<file path="src/rtl/mips_pkg.sv">
// mips_pkg: shared constants for the MIPS fetch stage.
// Holds the NOP encoding, the reset PC default, the instruction-memory depth,
// the fetch FSM state codes and a range-check helper.
package mips_pkg;
    localparam logic [31:0] NOP_INSTR  = 32'h0000_0000;
    localparam logic [31:0] RESET_PC   = 32'h0000_0000;
    localparam int unsigned IMEM_WORDS = 256;

    localparam logic [1:0] ST_BOOT   = 2'd0;
    localparam logic [1:0] ST_RUN    = 2'd1;
    localparam logic [1:0] ST_HALTED = 2'd2;

    // Word-index compare, so 4*words never overflows.
    function automatic logic in_range(input logic [31:0] addr, input int unsigned words);
        return addr[31:2] < 30'(words);
    endfunction
endpackage

</file>
<file path="src/rtl/if_fetch_stage_if.sv">
// if_fetch_stage_if: instruction-memory read bus.
// memread/address are driven by the fetch stage (master);
// readdata is the combinational word returned by memory (slave).
interface if_fetch_stage_if;
    logic        memread;
    logic [31:0] address;
    logic [31:0] readdata;

    modport master (output memread, address, input readdata);
    modport slave  (input memread, address, output readdata);
endinterface

</file>
<file path="src/rtl/if_fetch_stage_pc_next_sel.sv">
// pc_next_sel: combinational next-PC, IF/ID bubble and address-error selection.
// Inputs : current pc, IF/ID pc4, memory word, stall/flush/branch/jump/halt controls.
// Outputs: next pc, IF/ID write enable and next contents, count increment,
//          address-error set, halt request accepted.
module pc_next_sel #(
    parameter int unsigned IMEM_WORDS = mips_pkg::IMEM_WORDS
) (
    input  logic [31:0] pc_i,
    input  logic [31:0] if_id_pc4_i,
    input  logic [31:0] readdata_i,
    input  logic        stall_i,
    input  logic        flush_i,
    input  logic        branch_taken_i,
    input  logic [31:0] branch_target_i,
    input  logic        jump_i,
    input  logic [25:0] jump_index_i,
    input  logic        halt_i,
    output logic [31:0] pc_d_o,
    output logic        ifid_we_o,
    output logic [31:0] instr_d_o,
    output logic [31:0] pc4_d_o,
    output logic        valid_d_o,
    output logic        count_inc_o,
    output logic        err_set_o,
    output logic        halt_o
);
    import mips_pkg::*;

    logic        jmp, hlt, redirect, adv, oor;
    logic [31:0] tgt, pc_plus4;

    always_comb begin
        // Taken branch beats everything; halt and jump only act when not stalled.
        hlt         = halt_i && !stall_i && !branch_taken_i;
        jmp         = jump_i && !stall_i && !branch_taken_i && !halt_i;
        redirect    = branch_taken_i || jmp;
        tgt         = branch_taken_i ? branch_target_i : {if_id_pc4_i[31:28], jump_index_i, 2'b00};
        pc_plus4    = pc_i + 32'd4;
        oor         = !in_range(pc_i, IMEM_WORDS);
        adv         = !redirect && !hlt && !stall_i && !flush_i;
        pc_d_o      = redirect ? {tgt[31:2], 2'b00} : (hlt || stall_i) ? pc_i : pc_plus4;
        // Flush bubbles IF/ID even while the PC is held by a stall.
        ifid_we_o   = redirect || hlt || flush_i || !stall_i;
        valid_d_o   = adv && !oor;
        instr_d_o   = valid_d_o ? readdata_i : NOP_INSTR;
        pc4_d_o     = adv ? pc_plus4 : if_id_pc4_i;
        count_inc_o = valid_d_o;
        err_set_o   = (redirect && (tgt[1:0] != 2'b00 || !in_range(tgt, IMEM_WORDS))) || (adv && oor);
        halt_o      = hlt;
    end
endmodule

</file>
<file path="src/rtl/if_fetch_stage.sv">
// if_fetch_stage: MIPS instruction-fetch stage with PC, IF/ID register and BOOT/RUN/HALTED FSM.
// Ports: clk, rst_n (async active-low); stall, flush, branch_taken/branch_target,
//        jump/jump_index, halt from hazard/branch logic; imem bus (memread, address,
//        readdata); pc, if_id_instr, if_id_pc4, if_id_valid, addr_err (sticky), fetch_count.
module if_fetch_stage #(
    parameter logic [31:0] RESET_PC   = mips_pkg::RESET_PC,
    parameter int unsigned IMEM_WORDS = mips_pkg::IMEM_WORDS
) (
    input  logic                   clk,
    input  logic                   rst_n,
    input  logic                   stall,
    input  logic                   flush,
    input  logic                   branch_taken,
    input  logic [31:0]            branch_target,
    input  logic                   jump,
    input  logic [25:0]            jump_index,
    input  logic                   halt,
    if_fetch_stage_if.master       imem,
    output logic [31:0]            pc,
    output logic [31:0]            if_id_instr,
    output logic [31:0]            if_id_pc4,
    output logic                   if_id_valid,
    output logic                   addr_err,
    output logic [31:0]            fetch_count
);
    import mips_pkg::*;

    logic [1:0]  state_q, state_d;
    logic [31:0] pc_q, pc_d, instr_q, instr_d, pc4_q, pc4_d, cnt_q, cnt_d;
    logic        valid_q, valid_d, err_q, err_d, run;
    logic [31:0] sel_pc, sel_instr, sel_pc4;
    logic        sel_we, sel_valid, sel_inc, sel_err, sel_halt;

    pc_next_sel #(.IMEM_WORDS(IMEM_WORDS)) u_sel (
        .pc_i           (pc_q),
        .if_id_pc4_i    (pc4_q),
        .readdata_i     (imem.readdata),
        .stall_i        (stall),
        .flush_i        (flush),
        .branch_taken_i (branch_taken),
        .branch_target_i(branch_target),
        .jump_i         (jump),
        .jump_index_i   (jump_index),
        .halt_i         (halt),
        .pc_d_o         (sel_pc),
        .ifid_we_o      (sel_we),
        .instr_d_o      (sel_instr),
        .pc4_d_o        (sel_pc4),
        .valid_d_o      (sel_valid),
        .count_inc_o    (sel_inc),
        .err_set_o      (sel_err),
        .halt_o         (sel_halt)
    );

    always_comb begin
        run     = state_q == ST_RUN;
        state_d = (state_q == ST_BOOT) ? ST_RUN : (run && sel_halt) ? ST_HALTED : state_q;
        pc_d    = run ? sel_pc : pc_q;
        instr_d = (run && sel_we) ? sel_instr : instr_q;
        pc4_d   = (run && sel_we) ? sel_pc4 : pc4_q;
        valid_d = (run && sel_we) ? sel_valid : valid_q;
        err_d   = err_q || (run && sel_err);
        cnt_d   = cnt_q + 32'(run && sel_inc);
    end

    always_ff @(posedge clk or negedge rst_n) begin
        if (!rst_n) begin
            state_q <= ST_BOOT;
            pc_q    <= RESET_PC;
            instr_q <= NOP_INSTR;
            pc4_q   <= 32'd0;
            valid_q <= 1'b0;
            err_q   <= 1'b0;
            cnt_q   <= 32'd0;
        end else begin
            state_q <= state_d;
            pc_q    <= pc_d;
            instr_q <= instr_d;
            pc4_q   <= pc4_d;
            valid_q <= valid_d;
            err_q   <= err_d;
            cnt_q   <= cnt_d;
        end
    end

    // Memory bus depends on registered state only.
    assign imem.memread = run;
    assign imem.address = pc_q;
    assign pc           = pc_q;
    assign if_id_instr  = instr_q;
    assign if_id_pc4    = pc4_q;
    assign if_id_valid  = valid_q;
    assign addr_err     = err_q;
    assign fetch_count  = cnt_q;
endmodule
</file>
<file path="src/flat_wrapper.sv">
// flat-port wrapper written by rule: the top's interface ports become plain ports
module if_fetch_stage_flat import mips_pkg::*;
#(
    parameter logic [31:0] RESET_PC   = mips_pkg::RESET_PC,
    parameter int unsigned IMEM_WORDS = mips_pkg::IMEM_WORDS
)
  (clk, rst_n, stall, flush, branch_taken, branch_target, jump, jump_index, halt, pc, if_id_instr, if_id_pc4, if_id_valid, addr_err, fetch_count, imem_memread, imem_address, imem_readdata);
  if_fetch_stage_if imem_i ();
  input  logic clk;
  input  logic rst_n;
  input  logic stall;
  input  logic flush;
  input  logic branch_taken;
  input  logic [31:0] branch_target;
  input  logic jump;
  input  logic [25:0] jump_index;
  input  logic halt;
  output logic [31:0] pc;
  output logic [31:0] if_id_instr;
  output logic [31:0] if_id_pc4;
  output logic if_id_valid;
  output logic addr_err;
  output logic [31:0] fetch_count;
  output wire logic [$bits(imem_i.memread)-1:0] imem_memread;
  output wire logic [$bits(imem_i.address)-1:0] imem_address;
  input wire logic [$bits(imem_i.readdata)-1:0] imem_readdata;
  assign imem_memread = imem_i.memread;
  assign imem_address = imem_i.address;
  assign imem_i.readdata = imem_readdata;
  if_fetch_stage #(.RESET_PC(RESET_PC), .IMEM_WORDS(IMEM_WORDS)) u_core (.clk(clk), .rst_n(rst_n), .stall(stall), .flush(flush), .branch_taken(branch_taken), .branch_target(branch_target), .jump(jump), .jump_index(jump_index), .halt(halt), .imem(imem_i), .pc(pc), .if_id_instr(if_id_instr), .if_id_pc4(if_id_pc4), .if_id_valid(if_id_valid), .addr_err(addr_err), .fetch_count(fetch_count));
endmodule
</file>
<file path="config.mk">
export PLATFORM = sky130hd
export DESIGN_NAME = if_fetch_stage_flat
export DESIGN_NICKNAME = d
export VERILOG_FILES = /design/src/rtl/mips_pkg.sv /design/src/rtl/if_fetch_stage_if.sv /design/src/rtl/if_fetch_stage_pc_next_sel.sv /design/src/rtl/if_fetch_stage.sv /design/src/flat_wrapper.sv
export SDC_FILE = /design/constraint.sdc
export NUM_CORES = 1
export LEC_CHECK = 0
export CORE_AREA = 2 2 170 89
export CTS_BUF_LIST = sky130_fd_sc_hd__clkbuf_16
export DETAILED_ROUTE_END_ITERATION = 10
export DIE_AREA = 0 0 172 91
export GPL_ROUTABILITY_DRIVEN = 0
export GPL_TIMING_DRIVEN = 0
export PLACE_DENSITY = 0.86
export SYNTH_ARGS = -nofsm -noshare
export SYNTH_HDL_FRONTEND = slang
export SYNTH_SLANG_ARGS = --single-unit
</file>
<file path="constraint.sdc">
create_clock -name clk -period 4.4 [get_ports clk]
set_input_delay 0.88 -clock clk [delete_from_list [all_inputs] [get_ports clk]]
set_output_delay 0.88 -clock clk [all_outputs]
set_load 0.01 [all_outputs]
</file>
# Word level (Yosys, flattened, before mapping)
# Index checks and enable logic that the tools add are counted.
dict set report word_totals {
  elab_cells 55
  out_inout_bits 163
  in_bits 97
  ff_bits 132
}
dict set report classes {
  order_cmp 2
  n_reduce_logical 36
  mux 6
  addsub 2
  eq_ne 2
}
# operator count
set ops {}
lappend ops {{$mux W32} 4}
lappend ops {{$lt A30 B9 Y1 const B} 2}
lappend ops {{$add A32 B1 Y32} 1}
lappend ops {{$add A32 B3 Y32 const B} 1}
lappend ops {{$logic_and A1 B1 Y1} 15}
lappend ops {{$logic_not A1 Y1} 8}
lappend ops {{$logic_or A1 B1 Y1} 8}
lappend ops {{$mux W2} 2}
lappend ops {{$reduce_and A2 Y1} 2}
lappend ops {{$reduce_bool A2 Y1} 2}
lappend ops {{$eq A2 B1 Y1 const B} 1}
lappend ops {{$logic_not A2 Y1} 1}
lappend ops {{$ne A2 B2 Y1 const B} 1}

# Longest topological paths before layout
# Gate-level depths: netlist (run 1).
dict set report depth {
  depth_word 13
  mapped_depth 14
  mapped_depth_nobuf 10
}

# By module
# A second synthesis (run 1) with hierarchy kept.
dict set report hier_totals {
  hier_cells 863
  area_unflattened_um2 8067.7
}
# module cells_per_inst seq_area_each_um2 instances area_each_um2
set modules_own_cells {}
lappend modules_own_cells {if_fetch_stage 442 3303.2 1 5499.0}
lappend modules_own_cells {pc_next_sel 421 0.0 1 2568.7}

# Worst setup path before layout (run 1)
# OpenSTA, ideal clock, no wires.
dict set report synth_timing {
  path_type {input to register}
  start {input branch_taken}
  end {register u_core.cnt_q[24] (netlist: u_core.fetch_count[24])}
  arrival_time_ns 3.259
  cell_stages 14
  setup_time_ns 0.125
  t_required_ns 4.275
  path_buffers 4
  slack_ns 1.016
  cell_sequence {clkbuf_1 > nor2_1 > nand3_2 > or2_1 > buf_2 > nor2_4 > buf_4 > ha_1 > inv_1 > nor4_4 > and2_1 > buf_2 > nand4_1 > xnor2_1}
}
dict set report synth_via {
  elab_chain_len 11
  word_cells_on_any_way 13
  classes_between {1 x add/sub; 12 x reduce/logical}
}
# item line
set synth_lines {}
lappend synth_lines {{from (decl)} flat_wrapper.sv:13} ;# input logic branch_taken;
lappend synth_lines {{$logic_not A1 Y1} {if_fetch_stage_pc_next_sel.sv:34, if_fetch_stage_pc_next_sel.sv:35}}
lappend synth_lines {{$logic_and A1 B1 Y1 (2 in series)} if_fetch_stage_pc_next_sel.sv:35} ;# jmp = jump_i && !stall_i && !branch_taken_i && !halt_i;
lappend synth_lines {{$logic_or A1 B1 Y1} if_fetch_stage_pc_next_sel.sv:36} ;# redirect = branch_taken_i || jmp;
lappend synth_lines {{$logic_not A1 Y1} if_fetch_stage_pc_next_sel.sv:40} ;# adv = !redirect && !hlt && !stall_i && !flush_i;
lappend synth_lines {{$logic_and A1 B1 Y1 (*) (3 in series)} if_fetch_stage_pc_next_sel.sv:40}
lappend synth_lines {{$logic_and A1 B1 Y1 (*)} if_fetch_stage_pc_next_sel.sv:44} ;# valid_d_o = adv && !oor;
lappend synth_lines {{$logic_and A1 B1 Y1 (*)} if_fetch_stage.sv:63} ;# cnt_d = cnt_q + 32'(run && sel_inc);
lappend synth_lines {{$add A32 B1 Y32 (*)} if_fetch_stage.sv:63}
lappend synth_lines {{named net u_core.cnt_d[24]} if_fetch_stage.sv:29} ;# logic [31:0] pc_q, pc_d, instr_q, instr_d, pc4_q, pc4_d, cnt_q, cnt_d;
lappend synth_lines {{to (signal assigned)} if_fetch_stage.sv:82} ;# cnt_q <= cnt_d;
lappend synth_lines {{to (decl)} if_fetch_stage.sv:29}
# The timed path passes the listed nets; every way through them passes the cells marked *.
# A chain may end at the register's enable or synchronous reset.

# Final worst setup path (run 1)
dict set report layout_timing {
  start {input halt}
  end {register u_core.cnt_q[24] (netlist: u_core.fetch_count[24])}
}
dict set report layout_via {
  elab_chain_len 10
  word_cells_on_any_way 13
  classes_between {1 x add/sub; 12 x reduce/logical}
}
# item line
set layout_lines {}
lappend layout_lines {{from (decl)} flat_wrapper.sv:17} ;# input logic halt;
lappend layout_lines {{$logic_not A1 Y1} if_fetch_stage_pc_next_sel.sv:35}
lappend layout_lines {{$logic_and A1 B1 Y1} if_fetch_stage_pc_next_sel.sv:35}
lappend layout_lines {{$logic_or A1 B1 Y1} if_fetch_stage_pc_next_sel.sv:36}
lappend layout_lines {{$logic_not A1 Y1} if_fetch_stage_pc_next_sel.sv:40}
lappend layout_lines {{$logic_and A1 B1 Y1 (*) (3 in series)} if_fetch_stage_pc_next_sel.sv:40}
lappend layout_lines {{$logic_and A1 B1 Y1 (*)} if_fetch_stage_pc_next_sel.sv:44}
lappend layout_lines {{$logic_and A1 B1 Y1 (*)} if_fetch_stage.sv:63}
lappend layout_lines {{$add A32 B1 Y32 (*)} if_fetch_stage.sv:63}
lappend layout_lines {{named net u_core.cnt_d[24]} if_fetch_stage.sv:29}
# Marked as above.

==> results of run 1 <==
final timing paths:
path / start / to / depth (start not counted)
worst min-delay path: rst_n / u_core.fetch_count[29] / 1
max in group asynchronous: rst_n / u_core.if_id_pc4[3] / 2
worst max-delay path: halt / u_core.fetch_count[24] / 14
worst max register to register: u_core.state_q[1] / u_core.fetch_count[24] / 14
worst min register to register: u_core.fetch_count[31] / u_core.fetch_count[31] / 1
min in group clk: u_core.fetch_count[31] / u_core.fetch_count[31] / 1
layer usage:
layer | wire, um | track usage
met5 | 0 | 0
met3 | 2567 | 0.1059
met4 | 266 | 0.06933
met1 | 10110 | 0.4264
met2 | 9206 | 0.3949
metrics by stage:
step	hold slack (ns)	cells
after floorplan	0.4422	668
after global placement	0.4590	1118
after detailed placement	0.4674	1119
after CTS	0.3534	1151
after global routing	0.3728	1151
final	0.3616	1152
flip-flops by register name, summed over array words and instances (netlist names):
register / count
u_core.if_id_pc4: 30
u_core.if_id_instr: 32
u_core.imem.address: 30
u_core.state_q: 2
u_core.fetch_count: 32
u_core.addr_err: 1
u_core.if_id_valid: 1
timing repair:
item,4_1_cts,5_1_grt
endpoints found under the hold margin,0,0
hold buffers,0,0
buffers inserted,0,0
resized for setup,0,0
setup endpoints to repair,0,1
critical path, delay by kind of cell:
family	cells	cell delay (ns)
and+or+nand+nor	7	1.75
buffers and inverters	5	1.26
adders and majority gates	1	0.29
xor gates and xnor gates	1	0.14
synthesized netlist by cell type (5+ instances only):
library cell  number  share of area
nand2_1           65          0.037
xor2_1            23          0.030
nand3_1           31          0.023
inv_1              7         0.0040
o311ai_1           5         0.0066
dfrtp_1          128           0.48
and4_1             7         0.0092
a31oi_1            5         0.0047
o21ai_0           41          0.031
mux2i_1           20          0.030
nor3_1             7         0.0053
buf_2             10         0.0075
nor2_1            36          0.020
o311ai_0           6         0.0079
buf_4             40          0.045
a21oi_1           30          0.023
mux2_2             5         0.0085
clkbuf_1          23          0.013
nand4_1           12          0.011
nor2b_1            6         0.0056
a22o_1            32          0.042
xnor2_1           35          0.046
o22ai_1            6         0.0056
and3_1            11          0.010
nor4_1             9         0.0085
o21ai_1            5         0.0038
layout make-up:
cell class              instances  area, um2
well taps                     198      247.7
plain buffers                  77      452.9
flip-flops and latches        128       3203
clock inverters                15      158.9
fillers                      1136       4061
clock buffers                  17      425.4
repair buffers                253       2551
multi-input cells             456       2989
diodes                          1      2.502
inverters                       7      26.28
cells by family after synthesis:
logic type | synth area share
xor+xnor | 0.07636
flops | 0.4815
compound gates | 0.1550
mux | 0.03855
other cells | 0.0005637
buf+inv | 0.07203
simple gates | 0.1704
fa+ha+maj | 0.005643
power by group through the flow:
| stage | combinational, mW | clock [mW] | sequential, mW |
|---|---|---|---|
| floorplan | 0.570 | 0 | 1.55 |
| global placement | 1.28 | 0 | 1.54 |
| detailed placement | 1.30 | 0 | 1.55 |
| CTS | 1.31 | 1.42 | 1.53 |
| global route | 1.40 | 1.47 | 1.56 |
| finish | 1.32 | 1.40 | 1.53 |
layout by cell type, fill, tap and decap left out, types with 4 or more instances in the layout:
| cell type | Yosys | final |
|---|---|---|
| a31oi_1 | 5 | 5 |
| o21a_1 | 4 | 4 |
| clkdlybuf4s50_1 | 0 | 251 |
| o311ai_1 | 5 | 5 |
| and4_1 | 7 | 7 |
| and3_1 | 11 | 11 |
| buf_2 | 10 | 10 |
| o311ai_0 | 6 | 6 |
| xnor2_1 | 35 | 35 |
| and2_1 | 4 | 4 |
| inv_6 | 0 | 4 |
| nor3_1 | 7 | 7 |
| inv_1 | 7 | 7 |
| clkbuf_1 | 23 | 23 |
| o21ai_1 | 5 | 5 |
| clkinv_4 | 0 | 4 |
| xor2_1 | 23 | 23 |
| nor2_1 | 36 | 36 |
| nand2_1 | 65 | 65 |
| or4_1 | 4 | 4 |
| clkbuf_16 | 0 | 17 |
| nor2b_1 | 6 | 6 |
| mux2i_1 | 20 | 20 |
| nand4_1 | 12 | 12 |
| a211oi_1 | 4 | 4 |
| o21ai_0 | 41 | 41 |
| o22ai_1 | 6 | 6 |
| buf_4 | 40 | 40 |
| o22a_1 | 4 | 4 |
| nor4_1 | 9 | 9 |
| dfrtp_1 | 128 | 128 |
| a22o_1 | 32 | 32 |
| mux2_2 | 5 | 5 |
| conb_1 | 1 | 6 |
| a21oi_1 | 30 | 30 |
| nand3_1 | 31 | 31 |
==> impl_metrics.csv, run 1 <==
group,metric,value,unit
critical_path,critPathKind,"input pin to flip-flop",
timing,finalCriticalPeriod,4.043,ns
cts,cts_htree_levels,4,
pwr,pwr-share-comb,0.310,
synthesis,ys_ff_latch,128,
floorplan,pin_count,260,
floorplan,coreArea,14120,um2
synthesis,synth_seq_area_share,0.4815,
critical_path,cp.required,4.69,ns
drt,num_vias,6370,
timing,slew_viol_final,0,
global_routing,grt_pass1_wl,34170,um
timing,worst_slack,0.3569,ns
flow_run,drv_cap,0,
critical_path,cp-start-kind,"input pin",
critical_path,cp_data_arrival_time,4.33,ns
floorplan,die_x,172,um
global_routing,grt_max_degree,95,
pwr,swShare,0.3182,
critical_path,crit_slowest_cell,"clkdlybuf4s50_1",
critical_path,worstPathMaxFanout,11,
synthesis,synth_area,6653,um2
finish,drive_gt1_frac,0.1070,
timing,rsz0062_at_grt,"no",
critical_path,reg2reg_slack,0.90,ns
cts,insertion_delay,0.41,ns
floorplan,die_y,91,um
placed_design,hpwl,17110,um
critical_path,max_stage_delay,0.49,ns
cts,clock-root-buffer,"clkbuf_16",
critical_path,cp_cell_sequence,"clkdlybuf4s50_1 > nor2_1 > nand3_2 > or2_1 > buf_2 > nor2_4 > buf_4 > ha_1 > inv_1 > nor4_4 > and2_1 > buf_2 > nand4_1 > xnor2_1",
synthesis,synth_ff_type,"dfrtp_1",
finish,syn_to_final_growth,51.17,%
cts,cts_made_buffers,17,
pwr,fin_total_pwr,4.252,mW
pwr,p_leak,4.291,nW
pwr,seqPwrFrac,0.361,
placed_design,placed_area,9470,um2
finish,finish.utilization,0.7123,
timing,layout_worst_path_cycle_share,0.9189,
drt,vias_per_cell,5.530,
drt,drc_errors,0,
timing,slew_headroom,0.4425,
pwr,internal-power,2.899,mW
critical_path,end_kind,"flip-flop",
timing,tightest_slew,0.8306,ns
pwr,p_sw,1.353,mW
synthesis,synth.avg_cell_area,10.03,um2
finish,stdcell_area,10060,um2
cts,cts_buffer_depth,2,
synthesis,netlist_instances,663,
timing,fmax,247.3,MHz
floorplan,start_util,0.4712,
finish,nets,1040,
drt,routed_wl,22150,um
timing,setup_viol_count_final,0,
status,outcome,"finished, final reports clean",
placed_design,port_buffers,252,
global_routing,antenna_found_initial,1,
timing,skew,0.01557,ns
drt,wl_per_cell,19.23,um
cts,clkSinkCount,128,
drt,drt_iter0_markers,577,
pwr,powerDensity,422.8,nW/um2
floorplan,die-area,15650,um2
cts,cts_tree,"done",
critical_path,cpMostUsedCell,"buf_2",
synthesis,yosys_warnings,0,
drt,antenna_left,0,
timing,hold_viol,0,
global_routing,track_usage,0.2874,
worst_hold_path,hold_class,"input pin to async pin",
synthesis,synth_cell_type_count,57,
pwr,clkPwrFrac,0.329,
global_routing,grt_pass1_vias,6135,
synthesis,synthArstFlopShare,1.000,
global_routing,overflow,0,
synthesis,synth_edf_count,0,
pwr,vdd_drop_max,0.4287,mV
timing,fin_setup_tns,0,ns
placed_design,post-place-ws,-0.08704,ns
cts,clk_pin_slew,0.06,ns
floorplan,num_rows,31,
drt,dr.pass1.iters,7,
No activity file was read; power rests on OpenSTA's default activity.
==> run 2, diff against run 1 <==
- CORE_AREA: 2 2 170 89 -> 4 4 172 91
- DIE_AREA: 0 0 172 91 -> 0 0 176 95
- SETUP_SLACK_MARGIN: default -> 0.5
==> run 2 against run 1 <==
Compared with the run above:
- clock power up 5%
- first-iteration DRC count up 23%
- critical path depth stayed put
- register-to-register slack improved by 0.28 ns
- critical endpoint unchanged
- sequential power is essentially flat
- count of clock-buffer cells in the layout did not move
- hold slack lost 0.017 ns
- utilization up 0.31 points
- non-clock buffer count rose by 3
- wire length increased by 4.1%
- global-route usage is 1.2 points lower
- sequential share of layout area down 0.14 points
- highest routed layer is now met5
==> impl_metrics.csv, run 2 (synthesis gave the netlist of run 1 again) <==
group,metric,value,unit
status,outcome,"finished, final reports clean",
placed_design,placed_area,9470,um2
drt,vias_per_cell,5.572,
floorplan,num_rows,31,
finish,nets,1043,
global_routing,grt_pass1_wl,35580,um
critical_path,cp-start-kind,"input pin",
cts,cts_resized,0,
cts,clkSinkCount,128,
floorplan,die-area,16720,um2
critical_path,timing.rr.start,"u_core.imem.address[17]",
drt,num_vias,6430,
global_routing,antenna_found_initial,1,
timing,slew_viol_final,0,
timing,fmax,268.5,MHz
worst_hold_path,hold_class,"input pin to async pin",
drt,antenna_left,0,
timing,skew,0.01373,ns
finish,fillers,1052,
finish,instances_no_fill,1154,
pwr,vdd_drop_max,0.2996,mV
finish,final_cell_mix,"251 x clkdlybuf4s50_1, 128 x dfrtp_1, 65 x nand2_1, 43 x buf_4, 41 x o21ai_0",
floorplan,die_y,95,um
pwr,clkPwrFrac,0.339,
pwr,powerDensity,428.6,nW/um2
flow_run,drv_cap,0,
drt,drt_iter0_markers,710,
pwr,pwr-share-comb,0.304,
floorplan,die_x,176,um
global_routing,grt_pass1_vias,6433,
drt,drc_errors,0,
placed_design,hpwl,17550,um
timing,layout_worst_path_cycle_share,0.8465,
cts,insertion_delay,0.41,ns
timing,setup_viol_count_final,0,
timing,slew_headroom,0.4693,
cts,cts_tree,"done",
finish,register_area,3203,um2
critical_path,startpoint,"stall",
floorplan,pin_count,260,
critical_path,cp.required,4.69,ns
timing,hold_viol,0,
floorplan,coreArea,14120,um2
timing,rsz0062_at_grt,"no",
pwr,p_sw,1.373,mW
placed_design,place_inst,1119,
finish,drive_gt1_frac,0.1109,
cts,clk_pin_slew,0.06,ns
floorplan,start_util,0.4712,
global_routing,overflow,0,
cts,cts_hold_buffers,0,
finish,diodes,0,
critical_path,cp_data_arrival_time,4.02,ns
critical_path,critPathKind,"input pin to flip-flop",
critical_path,end_kind,"flip-flop",
finish,syn_to_final_growth,51.83,%
placed_design,port_buffers,252,
timing,tightest_slew,0.7900,ns
finish,multiInputGateArea,2989,um2
timing,finalCriticalPeriod,3.725,ns
drt,dr.pass1.iters,5,
pwr,seqPwrFrac,0.357,
pwr,p_leak,4.324,nW
finish,mostFrequentLayoutCell,"clkdlybuf4s50_1",
critical_path,ff2ff_path_depth,13,
drt,wl_per_cell,19.98,um
cts,cts_made_buffers,17,
cts,clock-root-buffer,"clkbuf_16",
finish,stdcell_area,10100,um2
critical_path,worstPathMaxFanout,11,
global_routing,grt_max_degree,100,
drt,routed_wl,23060,um
cts,cts_buffer_depth,2,
global_routing,track_usage,0.2756,
pwr,swShare,0.3170,
pwr,internal-power,2.957,mW
cts,cts_htree_levels,4,
run 2: timing repair:
| item | 4_1_cts | 5_1_grt |
|---|---|---|
| setup buffers | 1 | 2 |
| endpoints found under the hold margin | 0 | 0 |
| pin swaps | 1 | 1 |
| endpoints found under the setup margin | 14 | 16 |
run 2: power groups by stage:
stage               logic [mW]  registers [mW]  clock network [mW]
floorplan                0.570            1.55                   0
global route              1.41            1.56                1.54
global placement          1.28            1.55                   0
CTS                       1.32            1.53                1.48
detailed placement        1.31            1.55                   0
finish                    1.32            1.55                1.47
run 2: layout make-up:
class,instances,share of cell area
Multi-Input combinational cell,456,0.2959
Tap cell,198,0.02453
Clock inverter,15,0.01809
Clock buffer,17,0.04212
Sequential cell,128,0.3171
Buffer,77,0.04484
Inverter,7,0.002601
Timing Repair Buffer,256,0.2548
run 2: through the flow:
| stage | power, mW | worst slack [ns] | setup TNS (ns) | utilization | hold slack (ns) |
|---|---|---|---|---|---|
| floorplan | 2.122 | 1.016 | 0 | - | 0.4422 |
| global placement | 2.827 | -2.622 | -333.71 | 0.6687 | 0.4547 |
| detailed placement | 2.859 | -0.06290 | -0.2520 | 0.6708 | 0.4625 |
| CTS | 4.329 | 0.5626 | 0 | 0.7144 | 0.3353 |
| global route | 4.514 | 0.5182 | 0 | 0.7154 | 0.3441 |
| finish | 4.330 | 0.6754 | 0 | 0.7154 | 0.3444 |
run 2: final timing paths:
check | endpoint | slack, ns
min in group clk | u_core.state_q[1] | 0.47
worst min-delay path | u_core.fetch_count[12] | 0.34
worst max-delay path | u_core.fetch_count[24] | 0.68
worst max register to register | u_core.fetch_count[24] | 1.18
max in group asynchronous | u_core.if_id_pc4[29] | 3.26
worst min register to register | u_core.state_q[1] | 0.47
run 2: critical path, stage by stage:
cell	delay, ns
clkdlybuf4s50_1	0.48
nor2_1	0.25
nand3_2	0.22
or2_1	0.28
buf_2	0.25
nor2_4	0.15
buf_4	0.20
ha_1	0.29
inv_1	0.11
nor4_4	0.28
and2_1	0.16
buf_2	0.19
nand4_1	0.14
xnor2_1	0.14
run 2: layer usage:
| layer | GRT usage | wire length [um] |
|---|---|---|
| met5 | 0 | 12 |
| met4 | 0.06355 | 351 |
| met3 | 0.1200 | 3085 |
| met2 | 0.3931 | 9798 |
| met1 | 0.3879 | 9813 |
==> run 3, diff against run 2 <==
- CORE_AREA: 4 4 172 91 -> 4 4 179 94
- DIE_AREA: 0 0 176 95 -> 0 0 183 98
- PLACE_DENSITY: 0.86 -> 0.8
- clock period: 4.4 -> 3.65 ns (I/O delays scaled with it)
==> run 3 against run 2 <==
Compared with the run above:
- power is 20% higher
- via count grew 0.23%
- worst setup slack improved by 0.035 ns
- utilization fell by 4.9 points
- sequential share of layout area decreased by 0.14 points
- flip-flop and latch count unchanged
- hold slack got worse by 0.051 ns
- critical endpoint unchanged
==> impl_metrics.csv, run 3 (synthesis gave the netlist of run 1 again) <==
group,metric,value,unit
critical_path,end_kind,"flip-flop",
critical_path,cpMostUsedCell,"buf_4",
timing,rsz0062_at_grt,"no",
finish,final_cell_mix,"249 x clkdlybuf4s50_1, 128 x dfrtp_1, 65 x nand2_1, 44 x buf_4, 41 x o21ai_0",
timing,hold_viol,0,
pwr,fin_total_pwr,5.184,mW
placed_design,port_buffers,252,
finish,stdcell_area,10140,um2
timing,fmax,340.2,MHz
cts,cts_htree_levels,4,
global_routing,track_usage,0.2422,
placed_design,hpwl,16620,um
floorplan,pin_count,260,
pwr,powerDensity,511.0,nW/um2
global_routing,grt_pass1_vias,6601,
worst_hold_path,hold_class,"input pin to async pin",
timing,fin_setup_tns,0,ns
finish,syn_to_final_growth,52.49,%
pwr,seqPwrFrac,0.357,
timing,skew,0.01326,ns
floorplan,start_util,0.4373,
pwr,clkPwrFrac,0.337,
timing,finalCriticalPeriod,2.939,ns
cts,clk_pin_slew,0.06,ns
timing,setup_viol_count_final,0,
cts,insertion_delay,0.41,ns
floorplan,coreArea,15210,um2
drt,num_vias,6445,
global_routing,overflow,0,
pwr,swShare,0.3129,
floorplan,die_y,98,um
cts,cts_made_buffers,17,
pwr,p_sw,1.622,mW
cts,clkSinkCount,128,
critical_path,cp_cell_sequence,"clkdlybuf4s50_1 > nor2_2 > nand3_2 > or2_1 > buf_4 > nor2_4 > buf_8 > ha_4 > inv_1 > nor4_4 > and2_1 > buf_4 > nand4_1 > xnor2_1",
pwr,internal-power,3.562,mW
timing,holdWs,0.2937,ns
critical_path,path_buf_inv,5,
pwr,pwr-share-comb,0.306,
timing,slew_viol_final,0,
drt,antenna_left,0,
critical_path,startpoint,"halt",
global_routing,grt_pass1_wl,34990,um
placed_design,placed_area,9478,um2
critical_path,critical-path-top-delay-family,"simple AND/OR/NAND/NOR gates",
timing,layout_worst_path_cycle_share,0.8053,
drt,dr.pass1.iters,6,
status,outcome,"finished, final reports clean",
cts,cts_buffer_depth,2,
flow_run,drv_cap,0,
drt,vias_per_cell,5.551,
pwr,vdd_drop_max,0.3795,mV
global_routing,grt_max_degree,70,
finish,mostFrequentLayoutCell,"clkdlybuf4s50_1",
drt,drc_errors,0,
cts,clock-root-buffer,"clkbuf_16",
timing,tightest_slew,0.7112,ns
critical_path,max_stage_delay,0.45,ns
drt,wl_per_cell,19.08,um
drt,routed_wl,22160,um
critical_path,worstPathMaxFanout,11,
floorplan,die_x,183,um
finish,nets,1043,
global_routing,antenna_found_initial,1,
critical_path,cp-start-kind,"input pin",
pwr,p_leak,4.333,nW
cts,cts_tree,"done",
critical_path,crit_slowest_cell,"clkdlybuf4s50_1",
critical_path,critPathKind,"input pin to flip-flop",
critical_path,cp_data_arrival_time,3.23,ns
finish,drive_gt1_frac,0.1119,
critical_path,cp.required,3.94,ns
drt,drt_iter0_markers,555,
floorplan,num_rows,32,
timing,slew_headroom,0.5215,
critical_path,timing.rr.start,"u_core.imem.address[17]",
floorplan,die-area,17930,um2
## run 3: changes by cell type in the layout (fill, tap and decap cells not counted), sizes merged
cell	delta
inv	+1
dlymetal6s2s	+2
clkdlybuf4s50	-2
clkinvlp	+2
diode	+1
clkinv	-3
## run 3: stage by stage
step	setup WS, ns	instances	utilization
floorplan	0.5525	668	-
CTS	0.5390	1160	0.6657
global route	0.4980	1161	0.6668
global placement	-3.273	1124	0.6211
detailed placement	-0.4988	1125	0.6229
finish	0.7105	1161	0.6668
## run 3: layout make-up
type                    instances  area, um2
diodes                          1      2.502
plain buffers                  77      465.4
clock buffers                  17      425.4
clock inverters                15      181.4
fillers                      1171       5070
inverters                       7      26.28
multi-input cells             456       3007
flip-flops and latches        128       3203
well taps                     204      255.2
repair buffers                256       2579
## run 3: path summary, 6_finish.rpt
kind,slack [ns],endpoint,cells after the start
setup / recovery,0.71,u_core.fetch_count[24],14
hold / removal,0.29,u_core.if_id_pc4[5],1
setup reg to reg,0.83,u_core.fetch_count[24],13
hold reg to reg,0.48,u_core.fetch_count[31],1
max in group asynchronous,2.59,u_core.fetch_count[24],2
min in group clk,0.48,u_core.fetch_count[31],1
## run 3: timing repair
| item | 4_1_cts | 5_1_grt |
|---|---|---|
| pin swaps | 3 | 2 |
| resized for setup | 6 | 6 |
| setup endpoints to repair | 23 | 17 |
| hold endpoints to repair | 0 | 0 |
| setup buffers | 3 | 0 |
| hold buffers | 0 | 0 |
## run 3: worst reg2reg max path: stages, from the launching register on
cell      delay (ns)
dfrtp_1         0.40
clkbuf_2        0.17
nor4_1          0.30
and4_1          0.24
nand3_1         0.21
nor2_4          0.22
buf_8           0.16
ha_4            0.17
inv_1           0.07
nor4_4          0.21
and2_1          0.17
buf_4           0.13
nand4_1         0.11
xnor2_1         0.14
## run 3: layer usage
layer | GRT usage | share of wire
met1 | 0.3040 | 0.40
met2 | 0.4114 | 0.50
met3 | 0.06029 | 0.080
met4 | 0.07952 | 0.019
met5 | 0.01600 | 0.0015
## run 3: power groups by stage
stage,Combinational (mW),Sequential (mW),Clock (mW)
global route,1.69,1.88,1.83
CTS,1.59,1.84,1.76
global placement,1.54,1.85,0
floorplan,0.687,1.87,0
finish,1.59,1.85,1.75
detailed placement,1.57,1.86,0
